## config.mk

```make
export PLATFORM = sky130hd
export DESIGN_NAME = mem_stage_lsu_flat
export DESIGN_NICKNAME = d
export VERILOG_FILES = /design/src/rtl/mem_stage_lsu_if.sv /design/src/rtl/mem_stage_lsu.sv /design/src/flat_wrapper.sv
export SDC_FILE = /design/constraint.sdc
export NUM_CORES = 1
export LEC_CHECK = 0
export ABC_AREA = 1
export CORE_MARGIN = 2
export CORE_UTILIZATION = 24
export DETAILED_ROUTE_END_ITERATION = 8
export DONT_BUFFER_PORTS = 1
export GPL_TIMING_DRIVEN = 0
export SETUP_SLACK_MARGIN = 0.4
export SLEW_MARGIN = 25
export SYNTH_ARGS = -nofsm -noshare
export SYNTH_HDL_FRONTEND = slang
export SYNTH_SLANG_ARGS = --single-unit
```

## constraint.sdc

```tcl
create_clock -name clk -period 4.2 [get_ports clk]
set_input_delay 1.26 -clock clk [delete_from_list [all_inputs] [get_ports clk]]
set_output_delay 1.26 -clock clk [all_outputs]
set_load 0.005 [all_outputs]
```

## src/rtl/mem_stage_lsu_if.sv

```systemverilog
// Data-memory bus between the LSU (master) and the data memory (slave).
// req/we/addr/wdata flow to memory; gnt/rvalid/rdata flow back.
interface mem_stage_lsu_if;
    logic        req;
    logic [3:0]  we;
    logic [31:0] addr;
    logic [31:0] wdata;
    logic        gnt;
    logic        rvalid;
    logic [31:0] rdata;

    modport master (
        output req, we, addr, wdata,
        input  gnt, rvalid, rdata
    );

    modport slave (
        input  req, we, addr, wdata,
        output gnt, rvalid, rdata
    );
endinterface

```

## src/rtl/mem_stage_lsu.sv

```systemverilog
// Memory-stage load/store unit: ALU pass-through, lane-aligned store/load
// over the dmem bus, registered writeback pulse, stall while busy.
// Ports: clk, reset (async, active-high), in_* from the EX/MEM register,
// stall, dmem (master bus), wb_* writeback, misalign (only with
// LSU_MISALIGN_CHECK_EN defined).
module mem_stage_lsu (
    input  logic        clk,
    input  logic        reset,
    input  logic        in_valid,
    input  logic [31:0] in_addr,
    input  logic [31:0] in_rv2,
    input  logic [4:0]  in_rd,
    input  logic [2:0]  in_func3,
    input  logic [3:0]  in_dwe,
    input  logic        in_mem_reg,
    input  logic        in_reg_wr,
    output logic        stall,
    mem_stage_lsu_if.master dmem,
    output logic        wb_valid,
    output logic [4:0]  wb_rd,
    output logic        wb_reg_wr,
    output logic [31:0] wb_data
`ifdef LSU_MISALIGN_CHECK_EN
    ,
    output logic        misalign
`endif
);

    typedef enum logic [1:0] {
        IDLE,
        REQ,
        WAIT
    } state_t;

    state_t state, state_n;

    logic [31:0] a_addr;
    logic [31:0] a_rv2;
    logic [4:0]  a_rd;
    logic [2:0]  a_func3;
    logic [3:0]  a_dwe;
    logic        a_reg_wr;

    logic        mem_op;
    logic        a_store;
    logic        launch;
    logic        wb_set;
    logic [4:0]  wb_set_rd;
    logic        wb_set_wr;
    logic [31:0] wb_set_data;
    logic        mis_set;
    logic [31:0] ld_shift;
    logic [31:0] ld_data;

    assign mem_op  = (|in_dwe) | in_mem_reg;
    assign a_store = |a_dwe;
    assign stall   = (state != IDLE);

    // Bus outputs are gated by state so they are zero outside REQ,
    // which also makes reset drop the request immediately.
    always_comb begin
        dmem.req   = 1'b0;
        dmem.we    = 4'b0000;
        dmem.addr  = 32'h0;
        dmem.wdata = 32'h0;
        if (state == REQ) begin
            dmem.req   = 1'b1;
            dmem.addr  = {a_addr[31:2], 2'b00};
            dmem.we    = a_store ? (a_dwe << a_addr[1:0]) : 4'b0000;
            dmem.wdata = a_rv2 << {a_addr[1:0], 3'b000};
        end
    end

    assign ld_shift = dmem.rdata >> {a_addr[1:0], 3'b000};

    always_comb begin
        ld_data = ld_shift;
        unique case (1'b1)
            (a_func3 == 3'b000): ld_data = {{24{ld_shift[7]}}, ld_shift[7:0]};
            (a_func3 == 3'b001): ld_data = {{16{ld_shift[15]}}, ld_shift[15:0]};
            (a_func3 == 3'b100): ld_data = {24'h0, ld_shift[7:0]};
            (a_func3 == 3'b101): ld_data = {16'h0, ld_shift[15:0]};
            default:             ld_data = ld_shift;
        endcase
    end

    always_comb begin
        state_n     = state;
        launch      = 1'b0;
        wb_set      = 1'b0;
        wb_set_rd   = a_rd;
        wb_set_wr   = 1'b0;
        wb_set_data = a_addr;
        mis_set     = 1'b0;
        unique case (state)
            IDLE: begin
                if (in_valid) begin
                    if (!mem_op) begin
                        wb_set      = 1'b1;
                        wb_set_rd   = in_rd;
                        wb_set_wr   = in_reg_wr;
                        wb_set_data = in_addr;
`ifdef LSU_MISALIGN_CHECK_EN
                    end else if (((in_func3[1:0] == 2'b01) && in_addr[0]) ||
                                 ((in_func3[1:0] == 2'b10) && (|in_addr[1:0]))) begin
                        wb_set      = 1'b1;
                        wb_set_rd   = in_rd;
                        wb_set_data = in_addr;
                        mis_set     = 1'b1;
`endif
                    end else begin
                        launch  = 1'b1;
                        state_n = REQ;
                    end
                end
            end
            REQ: begin
                if (dmem.gnt) begin
                    if (a_store) begin
                        wb_set  = 1'b1;
                        state_n = IDLE;
                    end else begin
                        state_n = WAIT;
                    end
                end
            end
            WAIT: begin
                if (dmem.rvalid) begin
                    wb_set      = 1'b1;
                    wb_set_wr   = a_reg_wr;
                    wb_set_data = ld_data;
                    state_n     = IDLE;
                end
            end
            default: state_n = IDLE;
        endcase
    end

    always_ff @(posedge clk or posedge reset) begin
        if (reset) begin
            state <= IDLE;
        end else begin
            state <= state_n;
        end
    end

    always_ff @(posedge clk or posedge reset) begin
        if (reset) begin
            a_addr   <= 32'h0;
            a_rv2    <= 32'h0;
            a_rd     <= 5'd0;
            a_func3  <= 3'd0;
            a_dwe    <= 4'd0;
            a_reg_wr <= 1'b0;
        end else if (launch) begin
            a_addr   <= in_addr;
            a_rv2    <= in_rv2;
            a_rd     <= in_rd;
            a_func3  <= in_func3;
            a_dwe    <= in_dwe;
            a_reg_wr <= in_reg_wr;
        end
    end

    always_ff @(posedge clk or posedge reset) begin
        if (reset) begin
            wb_valid  <= 1'b0;
            wb_reg_wr <= 1'b0;
            wb_rd     <= 5'd0;
            wb_data   <= 32'h0;
        end else begin
            wb_valid  <= wb_set;
            wb_reg_wr <= wb_set & wb_set_wr;
            if (wb_set) begin
                wb_rd   <= wb_set_rd;
                wb_data <= wb_set_data;
            end
        end
    end

`ifdef LSU_MISALIGN_CHECK_EN
    always_ff @(posedge clk or posedge reset) begin
        if (reset) begin
            misalign <= 1'b0;
        end else begin
            misalign <= mis_set;
        end
    end
`else
    logic unused_mis;
    assign unused_mis = mis_set;
`endif

endmodule

```

## src/flat_wrapper.sv

```systemverilog
// flat-port wrapper written by rule: the top's interface ports become plain ports
module mem_stage_lsu_flat 
  (clk, reset, in_valid, in_addr, in_rv2, in_rd, in_func3, in_dwe, in_mem_reg, in_reg_wr, stall, wb_valid, wb_rd, wb_reg_wr, wb_data, dmem_req, dmem_we, dmem_addr, dmem_wdata, dmem_gnt, dmem_rvalid, dmem_rdata);
  mem_stage_lsu_if dmem_i ();
  input  logic clk;
  input  logic reset;
  input  logic in_valid;
  input  logic [31:0] in_addr;
  input  logic [31:0] in_rv2;
  input  logic [4:0] in_rd;
  input  logic [2:0] in_func3;
  input  logic [3:0] in_dwe;
  input  logic in_mem_reg;
  input  logic in_reg_wr;
  output logic stall;
  output logic wb_valid;
  output logic [4:0] wb_rd;
  output logic wb_reg_wr;
  output logic [31:0] wb_data;
  output wire logic [$bits(dmem_i.req)-1:0] dmem_req;
  output wire logic [$bits(dmem_i.we)-1:0] dmem_we;
  output wire logic [$bits(dmem_i.addr)-1:0] dmem_addr;
  output wire logic [$bits(dmem_i.wdata)-1:0] dmem_wdata;
  input wire logic [$bits(dmem_i.gnt)-1:0] dmem_gnt;
  input wire logic [$bits(dmem_i.rvalid)-1:0] dmem_rvalid;
  input wire logic [$bits(dmem_i.rdata)-1:0] dmem_rdata;
  assign dmem_req = dmem_i.req;
  assign dmem_we = dmem_i.we;
  assign dmem_addr = dmem_i.addr;
  assign dmem_wdata = dmem_i.wdata;
  assign dmem_i.gnt = dmem_gnt;
  assign dmem_i.rvalid = dmem_rvalid;
  assign dmem_i.rdata = dmem_rdata;
  mem_stage_lsu u_core (.clk(clk), .reset(reset), .in_valid(in_valid), .in_addr(in_addr), .in_rv2(in_rv2), .in_rd(in_rd), .in_func3(in_func3), .in_dwe(in_dwe), .in_mem_reg(in_mem_reg), .in_reg_wr(in_reg_wr), .stall(stall), .dmem(dmem_i), .wb_valid(wb_valid), .wb_rd(wb_rd), .wb_reg_wr(wb_reg_wr), .wb_data(wb_data));
endmodule
```

==> impl_summary.log <==
[metrics] outcome: complete, no violations
[metrics] post-DR vias/cell: around 4.8
[metrics] maximum clock frequency: around 280 MHz
[metrics] main area contributors after synthesis: sky130_fd_sc_hd__dfrtp_1 (42%), sky130_fd_sc_hd__nand2_1 (17%), sky130_fd_sc_hd__nor2_1 (11%)
[metrics] latest clock arrival within the worst-skew pair: about 0.43 ns
[metrics] area share of fa/ha/maj cells after synthesis: 0%
[metrics] Arr. time, crit path: 2.37 ns
[metrics] number of gates resized after CTS: 0
[metrics] highest metal used: met4
[metrics] Inserted Clock Buffers: 17
[metrics] filler cell count: ~3200
[metrics] vias in the first global route: a little under 7000
[metrics] cell count of the worst reg-to-reg path: 9
[metrics] level count of the clock H-tree: 4
[metrics] sum of routed wire length over all layers: about 30 mm
[metrics] tightest slew margin relative to the limit: about half
[metrics] maximum vdd drop: between 0.3 and 0.4 mV
[metrics] multiplexer fraction of the synthesized cell area: 0%
[metrics] buffers added on ports: 0
[metrics] portion of synthesized cell area occupied by the leading cell type: a little over two fifths
[metrics] fraction of layout instances using a drive strength above 1: under 10%
[metrics] share of the cycle needed by the critical path after routing: around 86%
[metrics] Max Cap Violations: 0
[metrics] die outline width: roughly 170 um
[metrics] initial cell density of the core: between 20 and 25%
[metrics] xor/xnor share of the synthesized area: 0%
[metrics] largest net degree at the start of global routing: 31
[metrics] Post-synth top cells: sky130_fd_sc_hd__nand2_1 (313), sky130_fd_sc_hd__nor2_1 (207), sky130_fd_sc_hd__dfrtp_1 (118)
[metrics] HPWL after detailed placement: around 23 mm
[metrics] type of the most critical hold path: reg -> reg
[metrics] total congestion overflow: 0
[metrics] metal3 WL: just under 4 mm
[metrics] unrepaired setup endpoints after global routing: no
[metrics] die height: around 170 um
[metrics] library cell used as clock root buffer: sky130_fd_sc_hd__clkbuf_16
[metrics] M1 wire length: about 11 mm
[metrics] routability congestion estimate: slightly above 0.9
[metrics] clock tree from TritonCTS: built
[metrics] Pins Over Slew Limit: 0
[metrics] compound-gate portion of the synthesized area: between 10% and 20%
[metrics] static leakage power: 3.94 nW
[metrics] clock skew: between 0.01 and 0.015 ns
[metrics] number of antenna violations at the first check in global routing: 2
[metrics] sequential area share after synthesis: 42.3%
[metrics] Synth Area in Simple Gates: 36.2%
[metrics] net count reported at finish: between 1000 and 1500
[metrics] clock tree sinks: 118
[metrics] CP required: around 2.9 ns
[metrics] met2 wire len: approximately 13 mm
[metrics] num rows: a little over 60
[metrics] Worst Setup Start Kind: flip-flop
[metrics] EDFF count, synth: 0
[metrics] power per unit of standard cell area: ~870 nW/um2
[metrics] setup slack at placement: roughly 0.94 ns
[metrics] FFs w/ async S/R, synth: between 90% and 100%
[metrics] Post-Synthesis Cells: a little over 1000
[metrics] post-synthesis cell type with the largest combined area: sky130_fd_sc_hd__dfrtp_1
[metrics] Ys Warns: 0
[metrics] Routed WL per cell: 20.2 um
[metrics] worst setup path category: reg -> out
[metrics] post-detailed-route count of antenna-violating nets: 0
[metrics] cell with the most instances after synthesis: sky130_fd_sc_hd__nand2_1
[metrics] layout overhead on the synthesized area: 16.7%
[metrics] top_reg_cell synth: sky130_fd_sc_hd__dfrtp_1
[metrics] global routing usage summed across all routing layers: between 10% and 20%
[metrics] post-synthesis average cell area: 6.77 um2
[metrics] cell area after technology mapping: roughly 7000 um2
[metrics] number of optimization iterations in the first detailed-route pass: 5
[metrics] total vias in the final route: 7038
[metrics] Setup Viol. Count Final: 0
[metrics] global-route wire length before repair: ~43 mm
[metrics] Max clock buf depth: 2
[metrics] min setup slack post-route: 0.570 ns
[metrics] slew at the pin with the worst max-slew slack: around 0.73 ns
[metrics] clock-pin slew reported for the worst setup and hold paths after clock tree synthesis: roughly 0.06 ns
[metrics] post-CTS repair timing setup buffer count: 0
[metrics] number of synthesized register bits: 118
[metrics] area of the die: 30500 um2
[metrics] Core Box Area: about 29000 um2
[metrics] DRC violation total after the first TritonRoute iteration: about 700
[metrics] crit end category: output pin
[metrics] number of hold buffers added after CTS: 0
[metrics] Distinct cells, synth: 33
[metrics] post-detailed-route DRC marker count: 0
[metrics] CP max FO: 10
[metrics] final hold violation count: 0
[metrics] instance count along the most critical hold path: 2
[metrics] time the final worst path needs with I/O delays and setup: around 3.6 ns
[metrics] setup tns final: 0 ns
[metrics] I/O pins: roughly 220
[metrics] largest family of logic cells by synthesized area: simple AND/OR/NAND/NOR gates
## worst paths after layout
| path | from | endpoint | slack (ns) |
|---|---|---|---|
| setup / recovery | u_core.a_addr[0]$_DFFE_PP0P_ | dmem_wdata[19] | 0.57 |
| hold / removal | u_core.a_rv2[27]$_DFFE_PP0P_ | u_core.a_rv2[27]$_DFFE_PP0P_ | 0.48 |
| setup reg to reg | u_core.state[0]$_DFFE_PP0P_ | u_core.wb_data[26]$_DFFE_PP0P_ | 1.71 |
| hold reg to reg | u_core.a_rv2[27]$_DFFE_PP0P_ | u_core.a_rv2[27]$_DFFE_PP0P_ | 0.48 |
| max in group asynchronous | reset | u_core.a_rd[1]$_DFFE_PP0P_ | 2.57 |
| min in group asynchronous | reset | u_core.a_addr[30]$_DFFE_PP0P_ | 0.72 |
## cell usage in the layout (no fill, tap or decap), types with 5 or more instances in the layout
cell                          n
sky130_fd_sc_hd__a21oi_1     65
sky130_fd_sc_hd__a31oi_1      5
sky130_fd_sc_hd__buf_2       26
sky130_fd_sc_hd__buf_4        8
sky130_fd_sc_hd__buf_6        8
sky130_fd_sc_hd__clkbuf_1    25
sky130_fd_sc_hd__clkbuf_16   17
sky130_fd_sc_hd__dfrtp_1    118
sky130_fd_sc_hd__inv_1       65
sky130_fd_sc_hd__inv_2        7
sky130_fd_sc_hd__nand2_1    313
sky130_fd_sc_hd__nand3_1     81
sky130_fd_sc_hd__nand4_1      7
sky130_fd_sc_hd__nor2_1     207
sky130_fd_sc_hd__o211ai_1    10
sky130_fd_sc_hd__o21ai_0     42
sky130_fd_sc_hd__o32ai_1     16
## state kept, by name, indices dropped and copies added, names as in the netlist
signal,flops
u_core.a_rd,5
u_core.wb_data,32
u_core.wb_reg_wr,1
u_core.a_func3,3
u_core.a_rv2,32
u_core.wb_valid,1
u_core.state,2
u_core.a_reg_wr,1
u_core.a_dwe,4
u_core.a_addr,32
u_core.wb_rd,5
## metal layers
layer	GRT usage (%)	vias up
li1	-	3335
met1	22.0	3360
met2	30.4	297
met3	9.86	46
met4	7.95	0
met5	0	-
## area by class of cell
class,instances,area (um2),share of cell area (%)
multi-input cells,769,3370,41.4
flip-flops and latches,118,2950,36.2
well taps,384,480,5.90
clock buffers,19,453,5.56
plain buffers,69,383,4.70
inverters,76,292,3.58
clock inverters,13,124,1.52
repair buffers,4,80.1,0.983
diodes,3,7.51,0.0922
## worst max-delay path, stage by stage, from the launching register on
cell                      delay, ns
sky130_fd_sc_hd__dfrtp_1       0.35
sky130_fd_sc_hd__buf_2         0.16
sky130_fd_sc_hd__inv_2         0.06
sky130_fd_sc_hd__buf_2         0.21
sky130_fd_sc_hd__buf_2         0.28
sky130_fd_sc_hd__buf_1         0.39
sky130_fd_sc_hd__nand2_1       0.21
sky130_fd_sc_hd__o32ai_1       0.28
## where the power goes
part / switching, mW / leakage, nW / total [mW] / internal [mW]
Combinational: 2.44 / 2.31 / 3.52 / 1.07
Sequential: 0.387 / 1.36 / 2.08 / 1.69
Clock: 0.603 / 0.276 / 1.45 / 0.851
## cell families (layout without fill, tap and decap cells)
| kind of cell | after synthesis | after routing |
|---|---|---|
| AO/OA/AOI/OAI | 144 | 144 |
| flip-flops | 118 | 118 |
| AND/OR/NAND/NOR | 623 | 623 |
| other | 1 | 5 |
| buffers and inverters | 145 | 181 |
## metrics by stage
stage                     util (%)  hold WS (ns)  power [mW]  std cells  instance area, um2
after floorplan                  -         0.443        4.48       1032                6990
after global placement        26.0         0.461        5.52       1416                7470
after detailed placement      26.3         0.465        5.58       1420                7550
after CTS                     28.3         0.483        7.07       1452                8130
after global routing          28.4         0.501        7.62       1452                8140
final                         28.4         0.477        7.05       1455                8150
Note: power is estimated with default switching activity, not from simulation.
